$ cat src/rtl/fp_pkg.sv
`default_nettype none
// ============================================================================
// Module   : fp_pkg
// Purpose  : Shared constants and helpers for the floating-point front end.
//            - one-hot class bit indices used on out_class
//            - binary32 default field widths and bias
//            - exponent all-ones helper
// Ports    : none (package)
// Revision : 1.0  initial release
// ============================================================================
package fp_pkg;

  // Bit positions inside the one-hot class vector {snan,qnan,inf,norm,sub,zero}
  localparam int CLS_ZERO = 0;
  localparam int CLS_SUB  = 1;
  localparam int CLS_NORM = 2;
  localparam int CLS_INF  = 3;
  localparam int CLS_QNAN = 4;
  localparam int CLS_SNAN = 5;
  localparam int CLS_W    = 6;

  // binary32 defaults
  localparam int EXP_W_B32 = 8;
  localparam int MAN_W_B32 = 23;
  localparam int BIAS_B32  = 127;

  // Value of an all-ones exponent field of the given width
  function automatic int exp_ones(input int exp_w);
    return (1 << exp_w) - 1;
  endfunction

endpackage : fp_pkg
`default_nettype wire

$ cat src/rtl/fp_lzc.sv
`default_nettype none
// ============================================================================
// Module   : fp_lzc
// Purpose  : Purely combinational leading-zero counter. Returns W when the
//            input is all zeros. Shared by the unpack stage and the
//            post-product normaliser.
// Ports    : data_i  [W-1:0]          input word
//            lzc_o   [clog2(W+1)-1:0] number of leading zeros (0..W)
// Revision : 1.0  initial release
// ============================================================================
module fp_lzc #(
  parameter int W  = 23,
  localparam int CW = $clog2(W + 1)
) (
  input  logic [W-1:0]  data_i,
  output logic [CW-1:0] lzc_o
);

  // Scan upward; the last set bit seen is the most significant one, so it
  // determines the count.
  always_comb begin
    lzc_o = CW'(W);
    for (int i = 0; i < W; i++) begin
      if (data_i[i]) begin
        lzc_o = CW'(W - 1 - i);
      end
    end
  end

endmodule : fp_lzc
`default_nettype wire

$ cat src/rtl/fp_unpack_pipe.sv
`default_nettype none
// ============================================================================
// Module   : fp_unpack_pipe
// Purpose  : Two-stage pipelined IEEE-754 operand unpacker. Splits sign,
//            exponent and mantissa, classifies the operand, restores the
//            hidden bit, unbiases the exponent and normalises subnormals.
//            S1 registers split fields, class and mantissa lzc; S2 (output
//            register) forms the exponent and significand.
// Ports    : clk, rst                 clock, synchronous active-high reset
//            in_valid/in_ready        input stream handshake
//            in_number [1+EXP_W+MAN_W-1:0]  {sign, exponent, mantissa}
//            out_valid/out_ready      output stream handshake
//            out_sign                 input sign
//            out_exp   [EXP_W+1:0]    signed unbiased normalised exponent
//            out_sig   [MAN_W:0]      normalised significand, MSB = integer
//            out_class [5:0]          one-hot {snan,qnan,inf,norm,sub,zero}
// Revision : 1.0  initial release
// ============================================================================
module fp_unpack_pipe
  import fp_pkg::*;
#(
  parameter int EXP_W = EXP_W_B32,
  parameter int MAN_W = MAN_W_B32,
  parameter int BIAS  = BIAS_B32
) (
  input  logic                     clk,
  input  logic                     rst,
  input  logic                     in_valid,
  output logic                     in_ready,
  input  logic [EXP_W+MAN_W:0]     in_number,
  output logic                     out_valid,
  input  logic                     out_ready,
  output logic                     out_sign,
  output logic [EXP_W+1:0]         out_exp,
  output logic [MAN_W:0]           out_sig,
  output logic [CLS_W-1:0]         out_class
);

  localparam int EW = EXP_W + 2;
  localparam int CW = $clog2(MAN_W + 1);

  localparam logic [EXP_W-1:0] C_EXP_ONES    = EXP_W'(exp_ones(EXP_W));
  localparam logic [EW-1:0]    C_BIAS        = EW'(BIAS);
  localparam logic [EW-1:0]    C_SPECIAL_EXP = EW'(exp_ones(EXP_W) - BIAS);

  if (BIAS != (2 ** (EXP_W - 1)) - 1) begin : g_bias_check
    $error("fp_unpack_pipe: BIAS must equal 2^(EXP_W-1)-1");
  end

  // --------------------------------------------------------------------------
  // Field split and classification (feeds S1)
  // --------------------------------------------------------------------------
  logic               w_sign;
  logic [EXP_W-1:0]   w_exp;
  logic [MAN_W-1:0]   w_man;
  logic               w_exp_zero;
  logic               w_exp_ones;
  logic               w_man_zero;
  logic [CLS_W-1:0]   w_cls;
  logic [CW-1:0]      w_lzc;

  assign w_sign     = in_number[EXP_W+MAN_W];
  assign w_exp      = in_number[MAN_W +: EXP_W];
  assign w_man      = in_number[MAN_W-1:0];
  assign w_exp_zero = (w_exp == '0);
  assign w_exp_ones = (w_exp == C_EXP_ONES);
  assign w_man_zero = (w_man == '0);

  always_comb begin
    w_cls = '0;
    if (w_exp_zero) begin
      if (w_man_zero) w_cls[CLS_ZERO] = 1'b1;
      else            w_cls[CLS_SUB]  = 1'b1;
    end else if (w_exp_ones) begin
      // The mantissa MSB is the quiet bit
      if (w_man_zero)             w_cls[CLS_INF]  = 1'b1;
      else if (w_man[MAN_W-1])    w_cls[CLS_QNAN] = 1'b1;
      else                        w_cls[CLS_SNAN] = 1'b1;
    end else begin
      w_cls[CLS_NORM] = 1'b1;
    end
  end

  fp_lzc #(.W(MAN_W)) u_lzc (
    .data_i (w_man),
    .lzc_o  (w_lzc)
  );

  // --------------------------------------------------------------------------
  // Flow control: S2 loads whenever its slot is free or being drained; S1
  // can take a word whenever it is empty or emptying into S2.
  // --------------------------------------------------------------------------
  logic w_s2_load;
  logic out_valid_q;
  logic s1_valid_q;

  assign w_s2_load = !out_valid_q | out_ready;
  assign in_ready  = !s1_valid_q | w_s2_load;

  // --------------------------------------------------------------------------
  // S1 register
  // --------------------------------------------------------------------------
  logic               s1_sign_q;
  logic [EXP_W-1:0]   s1_exp_q;
  logic [MAN_W-1:0]   s1_man_q;
  logic [CLS_W-1:0]   s1_cls_q;
  logic [CW-1:0]      s1_lzc_q;

  always_ff @(posedge clk) begin
    if (rst) begin
      s1_valid_q <= 1'b0;
      s1_sign_q  <= 1'b0;
      s1_exp_q   <= '0;
      s1_man_q   <= '0;
      s1_cls_q   <= '0;
      s1_lzc_q   <= '0;
    end else if (in_ready) begin
      s1_valid_q <= in_valid;
      if (in_valid) begin
        s1_sign_q <= w_sign;
        s1_exp_q  <= w_exp;
        s1_man_q  <= w_man;
        s1_cls_q  <= w_cls;
        s1_lzc_q  <= w_lzc;
      end
    end
  end

  // --------------------------------------------------------------------------
  // S2 arithmetic
  // --------------------------------------------------------------------------
  logic [EW-1:0]    out_exp_d;
  logic [MAN_W:0]   out_sig_d;

  always_comb begin
    out_exp_d = '0;
    out_sig_d = '0;
    if (s1_cls_q[CLS_NORM]) begin
      out_exp_d = {2'b00, s1_exp_q} - C_BIAS;
      out_sig_d = {1'b1, s1_man_q};
    end else if (s1_cls_q[CLS_SUB]) begin
      // Subnormal exponent is 1-BIAS; shifting the integer bit into place
      // costs lzc+1 positions, hence -BIAS-lzc.
      out_exp_d = -C_BIAS - EW'(s1_lzc_q);
      out_sig_d = {s1_man_q, 1'b0} << s1_lzc_q;
    end else if (s1_cls_q[CLS_INF] | s1_cls_q[CLS_QNAN] | s1_cls_q[CLS_SNAN]) begin
      // Infinity has a zero mantissa, so the same form keeps NaN payloads
      out_exp_d = C_SPECIAL_EXP;
      out_sig_d = {1'b1, s1_man_q};
    end
  end

  // --------------------------------------------------------------------------
  // S2 (output) register
  // --------------------------------------------------------------------------
  logic               out_sign_q;
  logic [EW-1:0]      out_exp_q;
  logic [MAN_W:0]     out_sig_q;
  logic [CLS_W-1:0]   out_class_q;

  always_ff @(posedge clk) begin
    if (rst) begin
      out_valid_q <= 1'b0;
      out_sign_q  <= 1'b0;
      out_exp_q   <= '0;
      out_sig_q   <= '0;
      out_class_q <= '0;
    end else if (w_s2_load) begin
      out_valid_q <= s1_valid_q;
      if (s1_valid_q) begin
        out_sign_q  <= s1_sign_q;
        out_exp_q   <= out_exp_d;
        out_sig_q   <= out_sig_d;
        out_class_q <= s1_cls_q;
      end
    end
  end

  assign out_valid = out_valid_q;
  assign out_sign  = out_sign_q;
  assign out_exp   = out_exp_q;
  assign out_sig   = out_sig_q;
  assign out_class = out_class_q;

endmodule : fp_unpack_pipe
`default_nettype wire

$ cat config.mk
export PLATFORM = sky130hd
export DESIGN_NAME = fp_unpack_pipe
export DESIGN_NICKNAME = d
export VERILOG_FILES = /design/src/rtl/fp_pkg.sv /design/src/rtl/fp_lzc.sv /design/src/rtl/fp_unpack_pipe.sv
export SDC_FILE = /design/constraint.sdc
export NUM_CORES = 1
export LEC_CHECK = 0
export CORE_MARGIN = 2
export CORE_UTILIZATION = 49
export DETAILED_ROUTE_END_ITERATION = 12
export PLACE_DENSITY = 0.79
export SYNTH_ARGS = -nofsm -noshare
export SYNTH_HDL_FRONTEND = slang
export SYNTH_SLANG_ARGS = --single-unit
$ cat constraint.sdc
create_clock -name clk -period 1.66 [get_ports clk]
set_input_delay 0.498 -clock clk [delete_from_list [all_inputs] [get_ports clk]]
set_output_delay 0.498 -clock clk [all_outputs]
set_load 0.005 [all_outputs]
==> results of run 1 <==
logic make-up after synthesis:
kind of cell,Yosys count
simple gates,247
xor+xnor,7
flops,85
fa+ha+maj,2
buf+inv,63
mux,41
compound gates,167
worst max-delay path, stage by stage, from the launching register on:
cell and delay [ns]:
dfxtp_2 0.35, buf_12 0.13, buf_4 0.12, mux2i_2 0.21, nand2_1 0.12, o21ai_4 0.10
o21ai_2 0.08, a222oi_1 0.43, buf_4 0.20, a21oi_2 0.04
area by class of cell:
class                           instances  area, sq um
Clock buffer                           10        137.6
Clock inverter                          6        70.07
Fill cell                             722         2262
Inverter                               13        57.56
Multi-Input combinational cell        464         3182
Sequential cell                        85         1753
Tap cell                              133        166.4
Timing Repair Buffer                  224         2006
Timing Repair inverter                  1        5.005
what timing repair did:
item	4_1_cts	5_1_grt
hold endpoints to repair	0	0
setup buffers	18	10
pin swaps	21	30
setup endpoints to repair	99	36
hold buffers	0	0
gates cloned	1	2
gates resized for setup	146	75
report_power, final:
group / internal (mW) / switching (mW)
Combinational: 0.603 / 0.593
Clock: 0.749 / 0.801
Sequential: 2.15 / 0.0987
Total: 3.50 / 1.49
synth_stat cells (4+ instances only):
master | instances | area, sq um
nand2_1 | 126 | 473.0
inv_1 | 13 | 48.80
nand3_1 | 8 | 40.04
mux4_2 | 8 | 180.2
nand2b_1 | 5 | 31.28
mux2i_1 | 22 | 220.2
mux2_2 | 5 | 56.30
o21ai_0 | 30 | 150.1
buf_6 | 6 | 67.56
nand3b_1 | 4 | 30.03
and2_1 | 5 | 31.28
a221oi_1 | 12 | 105.1
a22oi_1 | 5 | 37.54
o211ai_1 | 4 | 30.03
a21oi_1 | 81 | 405.4
clkbuf_1 | 31 | 116.4
mux4_1 | 5 | 131.4
nor3_1 | 23 | 115.1
dfxtp_1 | 85 | 1702
nand4_1 | 6 | 37.54
a211oi_1 | 9 | 67.56
xnor2_1 | 6 | 52.55
nor2_1 | 48 | 180.2
buf_2 | 8 | 40.04
nor4_1 | 10 | 62.56
worst paths after layout:
check                 end         start  depth (start not counted)
max           out_sig[16]   s1_lzc_q[1]                          9
max reg2reg   out_sig[16]   s1_lzc_q[1]                          9
min          out_class[3]  out_class[3]                          2
min reg2reg  out_class[3]  out_class[3]                          2
registers in the layout, summed over array words and instances (netlist names), 5 cells and up:
register and count:
out_sig 24, s1_man_q 23, out_exp 9, s1_exp_q 8, out_class 6, s1_cls_q 6
s1_lzc_q 5
metal layers:
layer / wire length [um] / up-vias
met5: 0 / -
met4: 544 / 0
met3: 1195 / 50
met2: 8083 / 283
met1: 7084 / 2608
li1: - / 2570
stage by stage:
stage | instance area [sq um] | setup TNS [ns] | power, mW | worst slack [ns] | hold slack, ns
detailed placement | 6414 | -31.82 | 3.285 | -0.5648 | 0.4500
floorplan | 4787 | -0.0004017 | 2.730 | -0.0004017 | 0.4321
global route | 7377 | -3.844 | 5.195 | -0.2780 | 0.4760
finish | 7377 | -2.319 | 4.991 | -0.2273 | 0.4546
CTS | 6950 | -1.618 | 4.875 | -0.2073 | 0.4568
global placement | 6414 | -26.59 | 3.262 | -0.4782 | 0.4406
==> metrics, run 1 <==
Mapped Nets=650; Cell Area, Synth=4778 sq um; core box area=9639 sq um; CP arrival=2.15 ns; Max Fclk=529.9 MHz; Synth Instances=612; GR peak layer=met2; maximum VDD drop=0.4245 mV; vias per cell=5.888; Port Buf Inserts=78; Non-Filler Instances=936; EDFF count, synth=0; library cells used by synthesis=55; met3 Use GR=5.966%; CP Launch Type=flop; worst skew pair latency=0.37 ns; CP Max Fanout=9; CTS root buf=clkbuf_8; Vias=5511; leak pwr=3.109 nW; initial DRC count=366; met2 Use GR=50.68%; Pre-Repair DR Iteration Count=7; Avg Inst Size Synth=7.808 sq um; outcome=finished, violations left; largest net degree at the start of global routing=32; grt met1 use=41.53%; nets=836; worst min-delay path class=flop to flop; multiplexer share of the synthesized area=12.62%; crit path capture type=flop; slack of the critical path=-0.2273 ns; failing checks=negative setup slack; clock-pin slew on the worst setup and hold paths=0.10 ns; first-pass GRT wire length=25.61 mm; Sink Count=85; largest family of logic cells by synthesized area=simple AND/OR/NAND/NOR gates; Reg2Reg Setup Slack=-0.23 ns; final-report setup violation count=21; fin. max-slew vios=0; Final ANT Viol Nets=0; CTS tree=done; synthesis-stage register bit count=85; power per cell area=676.6 nW/um^2; WS Path Type=flop to flop; Adder-Cell Fraction of Synth Area=0.5237%; final hold vios=0; Synth Flop Type=dfxtp_1; commonest non-fill, non-tap cell in the layout=buf_4; dpl hpwl=11.80 mm; Die Span Y=102.8 um; Synth Area in XOR/XNOR=1.283%; skew final=0.01283 ns; All-Layer GR Usage=31.13%; max_cap viols=0; initial antenna violation count=0; Synth Area in Compound Gates=20.92%; Synth-to-Final Area Change=54.39%; IO Pins=79; YS warnings=0; Post-synth ARST share=0%; placed insts=891; minimum clock period=1.887 ns; floorplan row count=36; Routed Wire Length=16.91 mm; total CTS buffers=9; Worst Path Required=1.92 ns; GP Congestion=0.9617; Initial Util=49.57%; Die ar.=10560 sq um; Slew headroom=69.12%; RSZ-0062 raised after global routing=true; share of the clock period used by the worst path=113.7%; Remaining DRCs=0; simple-gate share of the synthesized area=22.57%; Util after Layout=76.53%; die width=102.8 um; DR WL/cell=18.06 um; number of global-route vias before repair=5086; clk buf depth=2; most frequent cells in the layout=128 x buf_4, 117 x nand2_1, 76 x a21oi_1, 48 x dfxtp_1; worst slew pin tran=0.4632 ns; H-tree Lvls=3; share of cells above drive strength 1=35.74%; sequential area share after synthesis=35.61%; gr ovfl total=0; diodes inserted=0
(Power assumes the default switching activity.)
==> run 2: changes to the inputs <==
--- a/config.mk
+++ b/config.mk
@@ -8,6 +8,7 @@
 export CORE_MARGIN = 2
 export CORE_UTILIZATION = 49
 export DETAILED_ROUTE_END_ITERATION = 12
+export GPL_TIMING_DRIVEN = 0
 export PLACE_DENSITY = 0.79
 export SYNTH_ARGS = -nofsm -noshare
 export SYNTH_HDL_FRONTEND = slang
==> run 2 against run 1 <==
- critical path depth is 3 lower
- final area is 5.5% lower
- largest cell class unchanged
- via count shrank 3.1%
- power fell by 1.4%
- global-route usage increased by 0.38 points
- cell count fell by 6.1%
- the flow still finishes with violations (negative setup slack)
- combinational power shrank 8%
- non-clock buffer count down 56
==> metrics, run 2 (synthesized netlist as in run 1, its figures left out) <==
final-report setup violation count=22 (+4.8%); die width=102.8 um (unchanged); Reg2Reg Setup Slack=-0.22 ns (about the same); Sink Count=85 (unchanged); final setup TNS=-2.511 ns (-0.1922 ns); most frequent cells in the layout=114 x nand2_1, 76 x a21oi_1, 53 x dlygate4sd2_1, 49 x dfxtp_1, 45 x nor2_1; total CTS buffers=9 (unchanged); clk buf depth=2 (unchanged); floorplan row count=36 (unchanged); commonest non-fill, non-tap cell in the layout=nand2_1; max_cap viols=0 (unchanged); IO Pins=79 (unchanged); Vias=5340 (-3.1%); core box area=9639 sq um (unchanged); Final ANT Viol Nets=0 (unchanged); leak pwr=2.859 nW (-8.0%); H-tree Lvls=3 (unchanged); critical path startpoint=s1_lzc_q[0]; fill count=780 (+8.0%); Max Fclk=530.8 MHz (+0.18%); crit path to=out_sig[16]; slack of the critical path=-0.2239 ns (+0.003409 ns); worst skew pair latency=0.38 ns (about the same); RR Endpoint=out_sig[16]; Synth-to-Final Area Change=45.93%; # hold bufs at CTS=0 (unchanged); minimum clock period=1.884 ns (-0.003409 ns); WS Path Type=flop to flop; Remaining DRCs=0 (unchanged); min-delay src=out_class[1]; Routed Wire Length=17.19 mm (+1.7%); crit path capture type=flop; gr ovfl total=0 (unchanged); CTS root buf=clkbuf_8; clock-pin slew on the worst setup and hold paths=0.10 ns (about the same); worst slew pin tran=0.6718 ns (+0.2086 ns); RSZ-0062 raised after global routing=true; skew final=0.01992 ns (+0.007093 ns); CP Max Fanout=6 (-3); largest net degree at the start of global routing=17 (-47%); Pwr Total=4.920 mW (-1.4%); All-Layer GR Usage=31.51% (+0.38 points); max reg flops=24 (unchanged); DR WL/cell=19.56 um (+8.3%); Die ar.=10560 sq um (unchanged); vias per cell=6.075 (+3.2%); initial antenna violation count=0 (unchanged); share of the clock period used by the worst path=113.5% (-0.21 points); final hold vios=0 (unchanged); fin. max-slew vios=0 (unchanged); GP Congestion=0.9715 (+1.0%); Slew headroom=55.21% (-14 points); nets=779 (-6.8%); Worst Path Required=1.93 ns (about the same); initial DRC count=504 (+38%); Initial Util=49.57% (unchanged); outcome=finished, violations left; Pre-Repair DR Iteration Count=6 (-1); Util after Layout=72.34% (-4.2 points); CTS tree=done; diodes inserted=0 (unchanged); maximum VDD drop=0.4818 mV (+14%); Port Buf Inserts=78 (unchanged); dpl hpwl=12.00 mm (+1.7%); share of cells above drive strength 1=32.04% (-3.7 points); power per cell area=705.6 nW/um^2 (+4.3%); Critical R2R Launch=s1_lzc_q[0]; number of global-route vias before repair=4858 (-4.5%); first-pass GRT wire length=25.44 mm (-0.67%); pre-CTS WS=-0.8109 ns (-0.2461 ns); CP arrival=2.15 ns (about the same); CP Launch Type=flop; Die Span Y=102.8 um (unchanged); failing checks=negative setup slack; worst min-delay path class=flop to flop; R2R depth=6 (-3); Final Hold Slack=0.4563 ns (+0.001661 ns)
-- run 2: cell count changes in the layout (fill, tap and decap cells not counted), moves of 3 or more --
cell,delta
nand2_1,-3
clkbuf_4,+6
inv_4,+3
buf_12,-3
buf_4,-93
buf_8,+3
clkdlybuf4s50_1,-8
buf_2,+5
clkbuf_2,+16
o21ai_0,-3
dlygate4sd2_1,+8
buf_6,+4
mux2i_1,-4
-- run 2: worst min-delay path by stage --
stage / slack [ns] / to / depth (start not counted)
4_1_cts: 0.46 / out_class[0] / 2
3_5_place_dp: 0.45 / out_class[4] / 2
2_1_floorplan: 0.43 / out_sign / 2
6_report: 0.46 / out_class[1] / 2
5_1_grt: 0.48 / out_class[4] / 2
3_3_place_gp: 0.44 / out_sig[0] / 2
-- run 2: report_power, final --
group / total (mW) / internal [mW] / switching, mW / leakage (nW)
logic: 1.10 / 0.525 / 0.577 / 2.04
clock network: 1.55 / 0.716 / 0.834 / 0.102
registers: 2.27 / 2.15 / 0.121 / 0.712
total: 4.92 / 3.39 / 1.53 / 2.86
-- run 2: critical path: stages, from the launching register on --
cell	delay, ns
dfxtp_2	0.34
buf_8	0.14
mux4_2	0.55
nand2_2	0.09
o21ai_2	0.07
a222oi_1	0.47
a21oi_1	0.12
-- run 2: what timing repair did --
action                                  4_1_cts  5_1_grt
endpoints found under the setup margin      128       55
hold endpoints to repair                      0        0
gates resized for setup                     217       84
cloned                                        1        0
buffers inserted                             24       20
pin swaps                                    39       37
-- run 2: layer usage --
layer / global-route usage, % / up-vias / wire [um]
met5: 0 / - / 0
met4: 14.07 / 0 / 791
met3: 5.424 / 66 / 1357
met2: 51.28 / 318 / 8065
met1: 41.20 / 2512 / 6976
li1: - / 2444 / -
-- run 2: area by class of cell --
class                           count  area [sq um]  share of cell area, %
Multi-Input combinational cell    464          3252                  46.64
Sequential cell                    85          1749                  25.09
Timing Repair Buffer              122          1176                  16.87
Buffer                             46         365.4                  5.240
Tap cell                          133         166.4                  2.387
Clock buffer                        9         123.9                  1.776
Clock inverter                      7         80.08                  1.148
Inverter                           13         60.06                 0.8613
-- run 2: metrics by stage --
stage	std cells	instance area (sq um)
floorplan	612	4787
global placement	823	5734
detailed placement	823	5734
CTS	861	6514
global route	879	6973
finish	879	6973
